--- config.mk ---
export PLATFORM = sky130hd
export DESIGN_NAME = lfsr_rng_arbiter
export DESIGN_NICKNAME = d
export VERILOG_FILES = /design/src/rtl/lfsr_rng_arbiter_pkg.sv /design/src/rtl/lfsr_rng_arbiter_lfsr4_core.sv /design/src/rtl/lfsr_rng_arbiter.sv
export SDC_FILE = /design/constraint.sdc
export NUM_CORES = 1
export LEC_CHECK = 0
export ABC_CLOCK_PERIOD_IN_PS = 1650
export CAP_MARGIN = 20
export CORE_MARGIN = 4
export CORE_UTILIZATION = 30
export DETAILED_ROUTE_END_ITERATION = 16
export PLACE_DENSITY = 0.63
export REMOVE_ABC_BUFFERS = 1
export SETUP_SLACK_MARGIN = 0.4
export SLEW_MARGIN = 0
export SYNTH_ARGS = -nofsm -noshare
export SYNTH_HDL_FRONTEND = slang
export SYNTH_SLANG_ARGS = --single-unit
--- constraint.sdc ---
create_clock -name clk -period 1.65 [get_ports clk]
set_input_delay 0.33 -clock clk [delete_from_list [all_inputs] [get_ports clk]]
set_output_delay 0.33 -clock clk [all_outputs]
set_load 0.02 [all_outputs]
--- src/rtl/lfsr_rng_arbiter_pkg.sv ---
// rtl/lfsr_rng_arbiter_pkg.sv - shared types and constants for the LFSR RNG arbiter
// Holds the FSM state encoding, the reset seed, the LFSR tap mask and the
// next-state helper used by the LFSR core.
package lfsr_rng_arbiter_pkg;

    typedef enum logic [1:0] {
        ST_IDLE  = 2'd0,
        ST_SHIFT = 2'd1,
        ST_GRANT = 2'd2
    } state_t;

    localparam logic [3:0] SEED_DEFAULT_C = 4'b1000;

    // x^4 + x^3 + 1: feedback is the XOR of bits 3 and 2.
    localparam logic [3:0] LFSR_TAPS = 4'b1100;

    function automatic logic [3:0] lfsr_next(input logic [3:0] cur);
        return {cur[2:0], ^(cur & LFSR_TAPS)};
    endfunction

endpackage

--- src/rtl/lfsr_rng_arbiter_lfsr4_core.sv ---
// rtl/lfsr_rng_arbiter_lfsr4_core.sv - 4-bit maximal-length LFSR with load and step
// Ports:
//   clk      rising-edge clock
//   rst      synchronous active-high reset, q returns to SEED_DEFAULT
//   load     load load_val into q (wins over step)
//   load_val value to load; the caller guarantees it is nonzero
//   step     advance the LFSR by one state
//   q        current LFSR state
module lfsr4_core
    import lfsr_rng_arbiter_pkg::*;
#(
    parameter logic [3:0] SEED_DEFAULT = SEED_DEFAULT_C
) (
    input  logic       clk,
    input  logic       rst,
    input  logic       load,
    input  logic [3:0] load_val,
    input  logic       step,
    output logic [3:0] q
);

    always_ff @(posedge clk) begin
        if (rst) begin
            q <= SEED_DEFAULT;
        end else if (load) begin
            q <= load_val;
        end else if (step) begin
            q <= lfsr_next(q);
        end
    end

endmodule

--- src/rtl/lfsr_rng_arbiter.sv ---
// rtl/lfsr_rng_arbiter.sv - round-robin arbiter sharing one 4-bit LFSR among requesters
// Ports:
//   clk       rising-edge clock
//   rst       synchronous active-high reset; aborts any transaction in flight
//   req       per-requester request levels, held until the matching gnt pulse
//   seed_we   seed load strobe, accepted only in IDLE (wins over req)
//   seed_in   seed value; zero is replaced by SEED_DEFAULT and flags seed_err
//   gnt       one-hot grant, single-cycle, coincident with rvalid
//   rdata     random word, nonzero only while rvalid is high
//   rvalid    single-cycle data-valid pulse
//   busy      high while shifting or granting
//   seed_err  sticky: the last accepted seed load was zero
module lfsr_rng_arbiter
    import lfsr_rng_arbiter_pkg::*;
#(
    parameter int         WIDTH        = 4,
    parameter int         NREQ         = 2,
    parameter logic [3:0] SEED_DEFAULT = SEED_DEFAULT_C
) (
    input  logic             clk,
    input  logic             rst,
    input  logic [NREQ-1:0]  req,
    input  logic             seed_we,
    input  logic [WIDTH-1:0] seed_in,
    output logic [NREQ-1:0]  gnt,
    output logic [WIDTH-1:0] rdata,
    output logic             rvalid,
    output logic             busy,
    output logic             seed_err
);

    localparam int PW = (NREQ > 2) ? 2 : 1;
    localparam int CW = $clog2(WIDTH);

    state_t          state;
    state_t          state_nxt;
    logic [PW-1:0]   ptr;
    logic [PW-1:0]   win;
    logic [PW-1:0]   pick;
    logic [CW-1:0]   cnt;
    logic [3:0]      q;
    logic            lfsr_load;
    logic            lfsr_step;
    logic [3:0]      load_val;

    assign lfsr_load = (state == ST_IDLE) && seed_we;
    assign lfsr_step = (state == ST_SHIFT);
    assign load_val  = (seed_in == '0) ? SEED_DEFAULT : seed_in;
    assign busy      = (state == ST_SHIFT) || (state == ST_GRANT);

    lfsr4_core #(
        .SEED_DEFAULT(SEED_DEFAULT)
    ) u_lfsr (
        .clk      (clk),
        .rst      (rst),
        .load     (lfsr_load),
        .load_val (load_val),
        .step     (lfsr_step),
        .q        (q)
    );

    // Scan requesters starting at the pointer; the first asserted one wins.
    always_comb begin
        logic found;
        found = 1'b0;
        pick  = '0;
        for (int i = 0; i < NREQ; i++) begin
            if (!found && req[(int'(ptr) + i) % NREQ]) begin
                found = 1'b1;
                pick  = PW'((int'(ptr) + i) % NREQ);
            end
        end
    end

    always_ff @(posedge clk) begin
        if (rst) begin
            state <= ST_IDLE;
        end else begin
            state <= state_nxt;
        end
    end

    always_comb begin
        state_nxt = state;
        case (state)
            ST_IDLE: begin
                if (!seed_we && (req != '0)) begin
                    state_nxt = ST_SHIFT;
                end
            end
            ST_SHIFT: begin
                if (cnt == CW'(WIDTH - 1)) begin
                    state_nxt = ST_GRANT;
                end
            end
            ST_GRANT: state_nxt = ST_IDLE;
            default:  state_nxt = ST_IDLE;
        endcase
    end

    // Registered outputs: the GRANT cycle launches gnt/rvalid/rdata so they
    // appear together in the following IDLE cycle.
    always_ff @(posedge clk) begin
        if (rst) begin
            cnt      <= '0;
            win      <= '0;
            ptr      <= '0;
            gnt      <= '0;
            rvalid   <= 1'b0;
            rdata    <= '0;
            seed_err <= 1'b0;
        end else begin
            gnt    <= '0;
            rvalid <= 1'b0;
            rdata  <= '0;
            case (state)
                ST_IDLE: begin
                    if (seed_we) begin
                        seed_err <= (seed_in == '0);
                    end else if (req != '0) begin
                        win <= pick;
                        cnt <= '0;
                    end
                end
                ST_SHIFT: begin
                    cnt <= cnt + 1'b1;
                end
                ST_GRANT: begin
                    gnt    <= NREQ'(1) << win;
                    rvalid <= 1'b1;
                    rdata  <= q;
                    ptr    <= (win == PW'(NREQ - 1)) ? '0 : win + 1'b1;
                end
                default: ;
            endcase
        end
    end

endmodule

=== Word-level counts from Yosys, hierarchy flattened ===
Cells that the tools add are included.

* Bitwise logic cells: 3
* Muxes and demuxes: 19
* Multipliers: 0
* Divide/modulo/power cells: 0
* $lt $le $gt $ge: 2
* Equal/unequal tests: 7
* Reductions and logical operators: 17
* $add $sub $neg: 3
* Shift operators: 1

{| class="wikitable"
|+ Operators with widths
! cell !! number
|-
| $mux W4 || 3
|-
| $mux W1 || 10
|-
| $mux W2 || 4
|-
| $pmux W2 S2 || 2
|-
| $ne A2 B1 Y1 const B || 3
|-
| $reduce_and A3 Y1 || 2
|-
| $reduce_bool A2 Y1 || 3
|-
| $eq A2 B2 Y1 const B || 2
|-
| $logic_not A4 Y1 || 1
|-
| $reduce_and A2 Y1 || 2
|-
| $reduce_xor A4 Y1 || 1
|-
| $logic_and A1 B1 Y1 || 3
|-
| $lt A2 B3 Y1 const B || 1
|-
| $add A1 B1 Y1 const B || 2
|-
| $add A2 B1 Y2 const B || 1
|-
| $eq A2 B1 Y1 const B || 1
|-
| $logic_not A1 Y1 || 2
|-
| $logic_not A2 Y1 || 1
|-
| $lt A1 B2 Y1 const B || 1
|-
| $ne A2 B2 Y1 const B || 1
|-
| $not A1 Y1 || 2
|-
| $reduce_or A2 Y1 || 1
|-
| $shl A1 B1 Y2 const A || 1
|-
| $and A1 B1 Y1 const A || 1
|-
| $logic_or A1 B1 Y1 || 1
|}

* Output and inout bits: 9
* Memories: 0
* Register bits after elaboration: 18
* Bits in latches: 0
* Word-level logic and storage cells: 61
* Memory bits (writable): 0
* ROM bits: 0

=== Longest topological paths before layout ===
Gate-level depths: netlist (run 1).

* Word-level depth: 7
* Gate-level depth with buffers: 6
* Gate-level depth less buffers: 5

=== Modules after synthesis ===
A second synthesis (run 1) with hierarchy kept.

* Cells, all modules: 82
* Area, all modules: 827.0 sq um

{| class="wikitable"
|+ Modules (own cells, without submodules)
! module !! seq. area each (sq um) !! times used !! cells an instance !! area an instance (sq um)
|-
| lfsr_rng_arbiter || 280.3 || 1 || 61 || 619.3
|-
| lfsr4_core || 80.1 || 1 || 21 || 207.7
|}

=== Least setup slack after synthesis (run 1) ===
Ideal clock, no wire load.

* Path kind: reg-to-reg
* From: reg state[0]
* To: reg u_lfsr.q[0]
* Slack: 0.287 ns
* Required time: 1.580 ns
* Arrival: 1.293 ns
* Stages on the path, launching flop included: 6
* Period minus slack after synthesis: 1.363 ns
* Path through: dfxtp_1 > inv_1 > ha_1 > buf_2 > a221o_2 > a21oi_1

* Word-level cells in the longest chain between the ends: 3
* Elaborated cells on any way between the ends: 5
* Those cells by class: eq/ne (1); mux (1); reduce/logical (3)

{| class="wikitable"
|+ Ends and longest elaborated chain
! element !! RTL line !! source
|-
| from (decl) || lfsr_rng_arbiter.sv:35 || <nowiki>state_t state;</nowiki>
|-
| from (signal assigned) || lfsr_rng_arbiter.sv:79 || <nowiki>state <= state_nxt;</nowiki>
|-
| $logic_not A2 Y1 || lfsr_rng_arbiter.sv:46 || <nowiki>assign lfsr_load = (state == ST_IDLE) && seed_we;</nowiki>
|-
| $logic_and A1 B1 Y1 || lfsr_rng_arbiter.sv:46 ||
|-
| $mux W4 / $reduce_bool A2 Y1 (equally long branches) || - ||
|-
| to (signal assigned) || lfsr_rng_arbiter_lfsr4_core.sv:26 || <nowiki>q <= load_val;</nowiki>
|-
| to (signal assigned) || lfsr_rng_arbiter_lfsr4_core.sv:28 || <nowiki>q <= lfsr_next(q);</nowiki>
|-
| to (decl) || lfsr_rng_arbiter_lfsr4_core.sv:19 || <nowiki>output logic [3:0] q</nowiki>
|}

Parallel ways exist; a longest one is shown, timed or not.
A chain may end at the register's enable or synchronous reset.

=== Worst setup path in the final report (run 1) ===
* From: reg state[0]
* To: out busy

* Word-level cells in the longest chain between the ends: 2
* Elaborated cells on any way between the ends: 3
* Those cells by class: eq/ne (2); reduce/logical (1)

{| class="wikitable"
|+ Ends and longest elaborated chain
! element !! RTL line !! source
|-
| $eq A2 B1 Y1 / $eq A2 B2 Y1 (equally long branches) || lfsr_rng_arbiter.sv:49 || <nowiki>assign busy = (state == ST_SHIFT) || (state == ST_GRANT);</nowiki>
|-
| $logic_or A1 B1 Y1 * || lfsr_rng_arbiter.sv:49 ||
|-
| to (decl) || lfsr_rng_arbiter.sv:28 || <nowiki>output logic busy,</nowiki>
|}

Every way passes the cells marked *; elsewhere a longest branch is shown, timed or not.

==> results of run 1 <==
cell type report:
class	instances	area, um^2	area share, %
clock buffer	4	36.3	3.16
inverter	6	25.0	2.18
multi-input combinational	55	468	40.8
sequential	18	363	31.6
tap	30	37.5	3.27
timing repair buffer	27	218	19.0
registers in the layout (all words and copies together) (netlist names):
register  count
ptr           1
win           1
rvalid        1
gnt           2
state         2
cnt           2
seed_err      1
rdata         4
u_lfsr.q      4
where the power goes:
group	leakage, nW	switching, mW	internal (mW)
Sequential	0.147	0.0349	0.483
Combinational	0.325	0.242	0.295
Clock	0.0210	0.136	0.134
Total	0.494	0.413	0.912
cells in the final DEF, fill, tap and decap left out, types with 2 or more instances in the layout:
cell type / count
dfxtp_1: 16
nand3_1: 2
ha_4: 2
clkbuf_4: 3
ha_1: 4
a211oi_1: 2
clkbuf_2: 5
nand2_1: 4
clkdlybuf4s50_1: 7
clkdlybuf4s15_2: 2
inv_2: 2
dfxtp_2: 2
nor2_1: 6
mux2i_1: 6
buf_4: 10
inv_1: 3
nor3_1: 2
and2_1: 6
metrics by stage:
step	util, %	setup slack [ns]
floorplan	-	0.326
global placement	41.6	0.0812
detailed placement	41.6	0.0492
CTS	45.2	0.254
global route	45.1	0.213
finish	45.1	0.268
layer usage:
metal,vias up,global-route usage (%),share of wire [%]
li1,340,-,-
met1,295,10.8,39
met2,12,17.1,55
met3,0,4.10,6.1
met4,0,2.53,0
met5,-,0,0
logic make-up after synthesis:
| family | Yosys count |
|---|---|
| flops | 18 |
| xor+xnor | 1 |
| buf+inv | 9 |
| simple gates | 27 |
| mux | 7 |
| fa+ha+maj | 6 |
| compound gates | 14 |
worst reg2reg max path, stage by stage (launching register included):
cell,delay [ns]
dfxtp_2,0.34
inv_2,0.07
buf_4,0.13
ha_4,0.18
inv_4,0.05
or3_1,0.35
mux2i_1,0.12
path summary, 6_finish.rpt:
path / startpoint / to / depth (start not counted)
worst max-delay path: state[0] / busy / 3
worst min-delay path: cnt[1] / cnt[1] / 2
worst max register to register: state[1] / cnt[0] / 6
worst min register to register: cnt[1] / cnt[1] / 2
cell usage after synthesis (2+ instances only):
cell,instances,area (um^2)
and2_1,6,37.5
dfxtp_1,18,360
nand3_1,2,10.0
nor2_1,6,22.5
inv_1,6,22.5
buf_2,2,10.0
mux2i_1,6,60.1
ha_1,6,75.1
a21oi_1,2,10.0
a211oi_1,2,15.0
nor3_1,2,10.0
nand2_1,5,18.8
what timing repair did:
item                                    CTS  global route
endpoints found under the setup margin   25            22
pin swaps                                 4             3
gates resized for setup                  36            13
setup buffers                             2             1
hold endpoints to repair                  0             0
==> reports/qor.yml, run 1 <==
start_util_pct: 32.1
start_kind: "flop"
layout.nets: 126
area_delta_synth_final_pct: 40.4
synth_top_family_by_area: "simple AND/OR/NAND/NOR gates"
grt_max_degree: 12
track_usage_pct: 9.77
postPlaceCellArea_um2: 1060
drv_cap: 0
slowest_delay_ns: 0.35
totalPowerFinal_mw: 1.32
drive_gt1_share_pct: 36.4
async_flop_share_pct: 0
rsz0062_at_grt: "true"
cts_hold_buf: 0
min-delay-path-class: "flop to flop"
reg2reg_slack_ns: 0.36
drt_iter0_drc: 12
yosysUniqueCellTypes: 31
critical-path-top-delay-family: "flip-flops"
core_um2: 2540
synth_edf_count: 0
slew_headroom_pct: 77.4
status: "complete, no violations"
yosys_register_bits: 18
slew_viol_final: 0
synth.cell_area_um2: 817
cp_max_fo: 2
finalInstanceArea_um2: 1150
h-tree-depth: 1
drt-total-wl_mm: 1.70
avgViaCountPerCell: 4.62
cts_tree: "built"
worstPathCellList: "inv_2 > ha_4 > buf_6"
timing.hold.ws_ns: 0.489
vias: 647
finalHoldViolCount: 0
die_w_um: 60.2
ys.flop_type: "dfxtp_1"
finalCritPeriodShare_pct: 83.8
min_period_ns: 1.38
port_buffers: 17
synth_area_per_cell_um2: 9.96
n_fill_cell: 262
worstSetupPathType: "flop to output port"
die_h_um: 60.2
antenna_left: 0
final_cells: 140
synthMuxAreaShare_pct: 9.19
crit_path_top_delay_cell: "dfxtp_2"
ys_seq_area_share_pct: 44.1
yosys_warnings: 0
worstMarginPinSlew_ns: 0.338
p_leak_nw: 0.494
tns_ns: 0
synth_xor_area_share_pct: 1.07
synth_fa_ha_area_share_pct: 9.19
synthSimpleGateAreaFrac_pct: 17.2
worstSetupEndpointType: "output port"
diodes: 0
clkTransAtPathRegs_ns: 0.11
post-place-cells: 133
die_area_um2: 3620
cts_root_buf: "clkbuf_4"
clock_latency_ns: 0.30
place_congestion: 0.809
max_freq_mhz: 723
num_io_pins: 18
setup_viol: 0
grt_pass1_wl_mm: 2.66
dpl.hpwl_mm: 1.27
antenna_found_initial: 0
wl_per_cell_um: 12.2
powerDensity_nw_per_um2: 1150
numCtsBuffers: 3
dr.pass1.iters: 4
irDropWorstVdd_v: 0.000796
drcViolationCount: 0
clk_path_buf_depth: 2
arrival_ns: 1.05
clock_sinks: 18
grt_pass1_vias: 643
syn_inst: 82
rows: 18
crit_buf_inv: 2
grt_remaining_overflow: 0
skew_ns: 0.0134
crit_required_ns: 1.32
synth_compound_area_share_pct: 14.4
Power figures use the tool's default switching activity.
==> run 2, diff against run 1 <==
--- a/config.mk
+++ b/config.mk
@@ -5,7 +5,7 @@
 export SDC_FILE = /design/constraint.sdc
 export NUM_CORES = 1
 export LEC_CHECK = 0
-export ABC_CLOCK_PERIOD_IN_PS = 1650
+export ABC_CLOCK_PERIOD_IN_PS = 1300
 export CAP_MARGIN = 20
 export CORE_MARGIN = 4
 export CORE_UTILIZATION = 30
==> constraint.sdc (replaced) <==
create_clock -name clk -period 1.3 [get_ports clk]
set_input_delay 0.26 -clock clk [delete_from_list [all_inputs] [get_ports clk]]
set_output_delay 0.26 -clock clk [all_outputs]
set_load 0.02 [all_outputs]
==> run 2 against run 1 <==
  * The run now ends with negative setup slack left
  * Die area stayed put
  * Setup slack worse by 0.30 ns
  * Count of clock-buffer cells in the layout stayed put
==> reports/qor.yml, run 2 (same netlist as run 1, synthesis figures left out) <==
finalCritPeriodShare_pct: 102
crit_required_ns: 1.04
start_util_pct: 32.1
p_leak_nw: 0.591
slowest_delay_ns: 0.35
area_delta_synth_final_pct: 67.1
r2r_start: "state[1]"
track_usage_pct: 11.2
num_io_pins: 18
cts_root_buf: "clkbuf_4"
max_freq_mhz: 753
skew_ns: 0.0110
crit_path_start: "state[1]"
worstMarginPinSlew_ns: 0.262
wl_per_cell_um: 12.1
die_w_um: 60.2
slew_viol_final: 0
dr.pass1.iters: 3
clock_latency_ns: 0.30
start_kind: "flop"
worst_slack_ns: -0.0288
diodes: 0
clk_path_buf_depth: 2
cts_hold_buf: 0
die_area_um2: 3620
clkTransAtPathRegs_ns: 0.10
numCtsBuffers: 3
core_um2: 2540
grt_max_degree: 11
drive_gt1_share_pct: 53.3
rows: 18
multi_input_area_um2: 522
cts_tree: "built"
violations: "negative setup slack"
antenna_found_initial: 0
drt-total-wl_mm: 1.84
h-tree-depth: 1
worstPathCellList: "inv_2 > ha_4 > buf_6"
register_area_um2: 373
vias: 708
crit_path_top_delay_cell: "dfxtp_2"
status: "finished with violations"
clock_sinks: 18
setup_viol: 2
mostFrequentLayoutCell: "buf_4"
dpl.hpwl_mm: 1.29
drcViolationCount: 0
min-delay-path-class: "primary input to flop"
arrival_ns: 1.07
rsz0062_at_grt: "true"
finalHoldViolCount: 0
place_congestion: 0.861
worstSetupPathType: "flop to output port"
die_h_um: 60.2
powerDensity_nw_per_um2: 1380
slew_headroom_pct: 82.5
drt_iter0_drc: 4
tns_ns: -0.0472
cp_max_fo: 2
n_fill_cell: 225
drv_cap: 0
reg.largest.list: "rdata: 4 flops, u_lfsr.q: 4 flops"
grt_pass1_wl_mm: 3.01
final_cells: 152
min_period_ns: 1.33
layout.cells.most_common_list: "16 x buf_4, 15 x buf_6, 10 x dfxtp_2"
irDropWorstVdd_v: 0.000836
grt_remaining_overflow: 0
worstHoldStart: "seed_we"
post-place-cells: 144
port_buffers: 17
layout.nets: 138
grt_pass1_vias: 712
antenna_left: 0
worstSetupEndpointType: "output port"
avgViaCountPerCell: 4.66
## run 2: layer usage
layer	up-vias	global-route usage, %	wire (um)
met4	0	2.85	17
met1	331	11.6	728
met5	-	0	0
met3	4	4.54	80
li1	360	-	-
met2	13	20.5	1010
## run 2: per-stage QoR
| step | hold WS (ns) | power (mW) | setup slack, ns | instance area [um^2] | utilization (%) |
|---|---|---|---|---|---|
| global route | 0.491 | 2.00 | -0.0689 | 1370 | 53.6 |
| floorplan | 0.329 | 1.02 | -0.0236 | 800 | - |
| detailed placement | 0.469 | 1.29 | -0.193 | 1140 | 44.9 |
| finish | 0.451 | 1.88 | -0.0288 | 1370 | 53.6 |
| CTS | 0.487 | 1.81 | -0.0286 | 1300 | 50.9 |
| global placement | 0.450 | 1.27 | -0.196 | 1140 | 44.9 |
## run 2: where the power goes
part	internal (mW)	switching (mW)
Combinational	0.502	0.375
Clock	0.171	0.173
Sequential	0.613	0.0490
## run 2: repair_timing
| action | 4_1_cts | 5_1_grt |
|---|---|---|
| buffers inserted | 2 | 2 |
| pin swaps | 7 | 6 |
| endpoints found under the setup margin | 27 | 27 |
| resized for setup | 84 | 12 |
## run 2: final cells by class
cell class	instances	share of cell area (%)
Clock buffer	4	2.66
Inverter	6	1.83
Multi-Input combinational cell	55	38.2
Sequential cell	18	27.3
Tap cell	30	2.75
Timing Repair Buffer	39	27.2
## run 2: final timing paths
kind	to	slack (ns)	cells after the start
worst max-delay path	busy	-0.03	3
worst min register to register	cnt[1]	0.49	2
worst max register to register	cnt[0]	-0.02	6
worst min-delay path	win	0.45	4
## run 2: critical path, delay by kind of cell (launching register included)
| family | cells | cell delay [ns] |
|---|---|---|
| buffers and inverters | 2 | 0.15 |
| flip-flops | 1 | 0.35 |
| adder cells (fa/ha/maj) | 1 | 0.26 |
==> run 3, diff against run 2 <==
--- a/config.mk
+++ b/config.mk
@@ -5,7 +5,7 @@
 export SDC_FILE = /design/constraint.sdc
 export NUM_CORES = 1
 export LEC_CHECK = 0
-export ABC_CLOCK_PERIOD_IN_PS = 1300
+export ABC_CLOCK_PERIOD_IN_PS = 1500
 export CAP_MARGIN = 20
 export CORE_MARGIN = 4
 export CORE_UTILIZATION = 30
==> constraint.sdc (replaced) <==
create_clock -name clk -period 1.5 [get_ports clk]
set_input_delay 0.3 -clock clk [delete_from_list [all_inputs] [get_ports clk]]
set_output_delay 0.3 -clock clk [all_outputs]
set_load 0.02 [all_outputs]
==> run 3 against run 2 <==
  * The run now ends clean
  * Worst hold slack worse by 0.10 ns
  * Flip-flop and latch count did not move
  * Clock power down 13%
  * Non-clock buffer count is 3 lower
  * Clock skew increased by 0.0045 ns
  * Critical path type unchanged
  * Largest cell class unchanged
  * Largest power group unchanged
  * Highest routed layer is now met3
==> reports/qor.yml, run 3 (same netlist as run 1, synthesis figures left out) <==
status: "complete, no violations"
reg2reg_depth: 6
pwr-share-clk_pct: 18.5
pwr-share-seq_pct: 35.3
wl_per_cell_um: 11.3
setup_viol: 0
mostFrequentLayoutCell: "buf_4"
worstSetupPathType: "flop to output port"
cts_tree: "built"
min_path_cells: 4
area_delta_synth_final_pct: 53.9
place_congestion: 0.860
grt_max_degree: 11
min-delay-path-class: "primary input to flop"
clk_path_buf_depth: 2
clock_sinks: 18
finalCritPeriodShare_pct: 91.4
vias: 686
core_um2: 2540
r2r_start: "state[0]"
drive_gt1_share_pct: 42.0
layout.cells.most_common_list: "16 x buf_4, 15 x dfxtp_1, 9 x buf_6"
cp_max_fo: 2
layout.nets: 135
irDropWorstVdd_v: 0.000781
finalHoldViolCount: 0
switching_share_pct: 30.3
antenna_found_initial: 0
dr.pass1.iters: 4
avgViaCountPerCell: 4.60
drt-total-wl_mm: 1.68
rsz0062_at_grt: "true"
num_io_pins: 18
drv_cap: 0
drcViolationCount: 0
die_area_um2: 3620
cts_hold_buf: 0
regToRegEndpoint: "cnt[0]"
clock_latency_ns: 0.30
die_h_um: 60.2
start_kind: "flop"
die_w_um: 60.2
p_switching_mw: 0.492
reg.largest.list: "rdata: 4 flops, u_lfsr.q: 4 flops"
cts_root_buf: "clkbuf_4"
min_to: "seed_err"
h-tree-depth: 1
worstMarginPinSlew_ns: 0.257
slew_headroom_pct: 82.7
worstSetupEndpointType: "output port"
combPwrFrac_pct: 46.2
min_period_ns: 1.37
rows: 18
port_buffers: 17
p_int_mw: 1.13
grt_remaining_overflow: 0
tns_ns: 0
worstHoldStart: "seed_in[2]"
antenna_left: 0
drt_iter0_drc: 1
grt_pass1_vias: 648
dpl.hpwl_mm: 1.27
place_ws_ns: -0.0424
diodes: 0
p_leak_nw: 0.563
start_util_pct: 32.1
track_usage_pct: 10.4
max_freq_mhz: 729
grt_pass1_wl_mm: 2.75
arrival_ns: 1.07
reg2reg_slack_ns: 0.17
numCtsBuffers: 3
powerDensity_nw_per_um2: 1290
slew_viol_final: 0
crit_required_ns: 1.20
worst_slack_ns: 0.129
clkTransAtPathRegs_ns: 0.11
skew_ns: 0.0155
[run 3: worst max path at each step]
stage	start	to	slack, ns	cells past startpoint
floorplan	state[1]	cnt[0]	0.18	5
global placement	seed_we	cnt[0]	-0.04	4
detailed placement	seed_we	cnt[1]	-0.04	4
CTS	state[1]	busy	0.13	3
global route	state[0]	busy	0.08	3
finish	state[0]	busy	0.13	3
[run 3: cell type report]
class / instances / area, um^2
Clock buffer: 4 / 36.3
Sequential cell: 18 / 364
Fill cell: 234 / 1290
Inverter: 6 / 25.0
Timing Repair Buffer: 36 / 319
Multi-Input combinational cell: 55 / 475
Tap cell: 30 / 37.5
[run 3: metal layers]
metal | track usage (%) | part of all wire [%] | vias up
li1 | - | - | 354
met4 | 1.90 | 0 | 0
met3 | 5.40 | 7.3 | 0
met5 | 0 | 0 | -
met1 | 10.9 | 42 | 317
met2 | 18.5 | 50 | 15
[run 3: worst max-delay path, cell delays in order (launching register included)]
cell	delay, ns
dfxtp_2	0.36
inv_2	0.05
ha_4	0.25
buf_6	0.10
[run 3: metrics by stage]
stage	cells	instance area (um^2)	hold WS (ns)	util, %	total power [mW]
floorplan	79	800	0.369	-	0.880
CTS	149	1220	0.490	48.0	1.61
finish	149	1260	0.350	49.4	1.62
global placement	142	1130	0.449	44.3	1.13
global route	149	1260	0.367	49.4	1.73
detailed placement	142	1130	0.469	44.3	1.14
[run 3: power groups by stage]
| stage | logic [mW] | registers, mW | clock network, mW |
|---|---|---|---|
| floorplan | 0.303 | 0.577 | 0 |
| global route | 0.811 | 0.581 | 0.337 |
| CTS | 0.722 | 0.570 | 0.313 |
| detailed placement | 0.566 | 0.578 | 0 |
| global placement | 0.560 | 0.575 | 0 |
| finish | 0.750 | 0.574 | 0.301 |
[run 3: timing repair]
item	in CTS	in global routing
pin swaps	9	5
hold endpoints to repair	0	0
resized for setup	57	11
endpoints found under the setup margin	26	23
buffers inserted	3	0
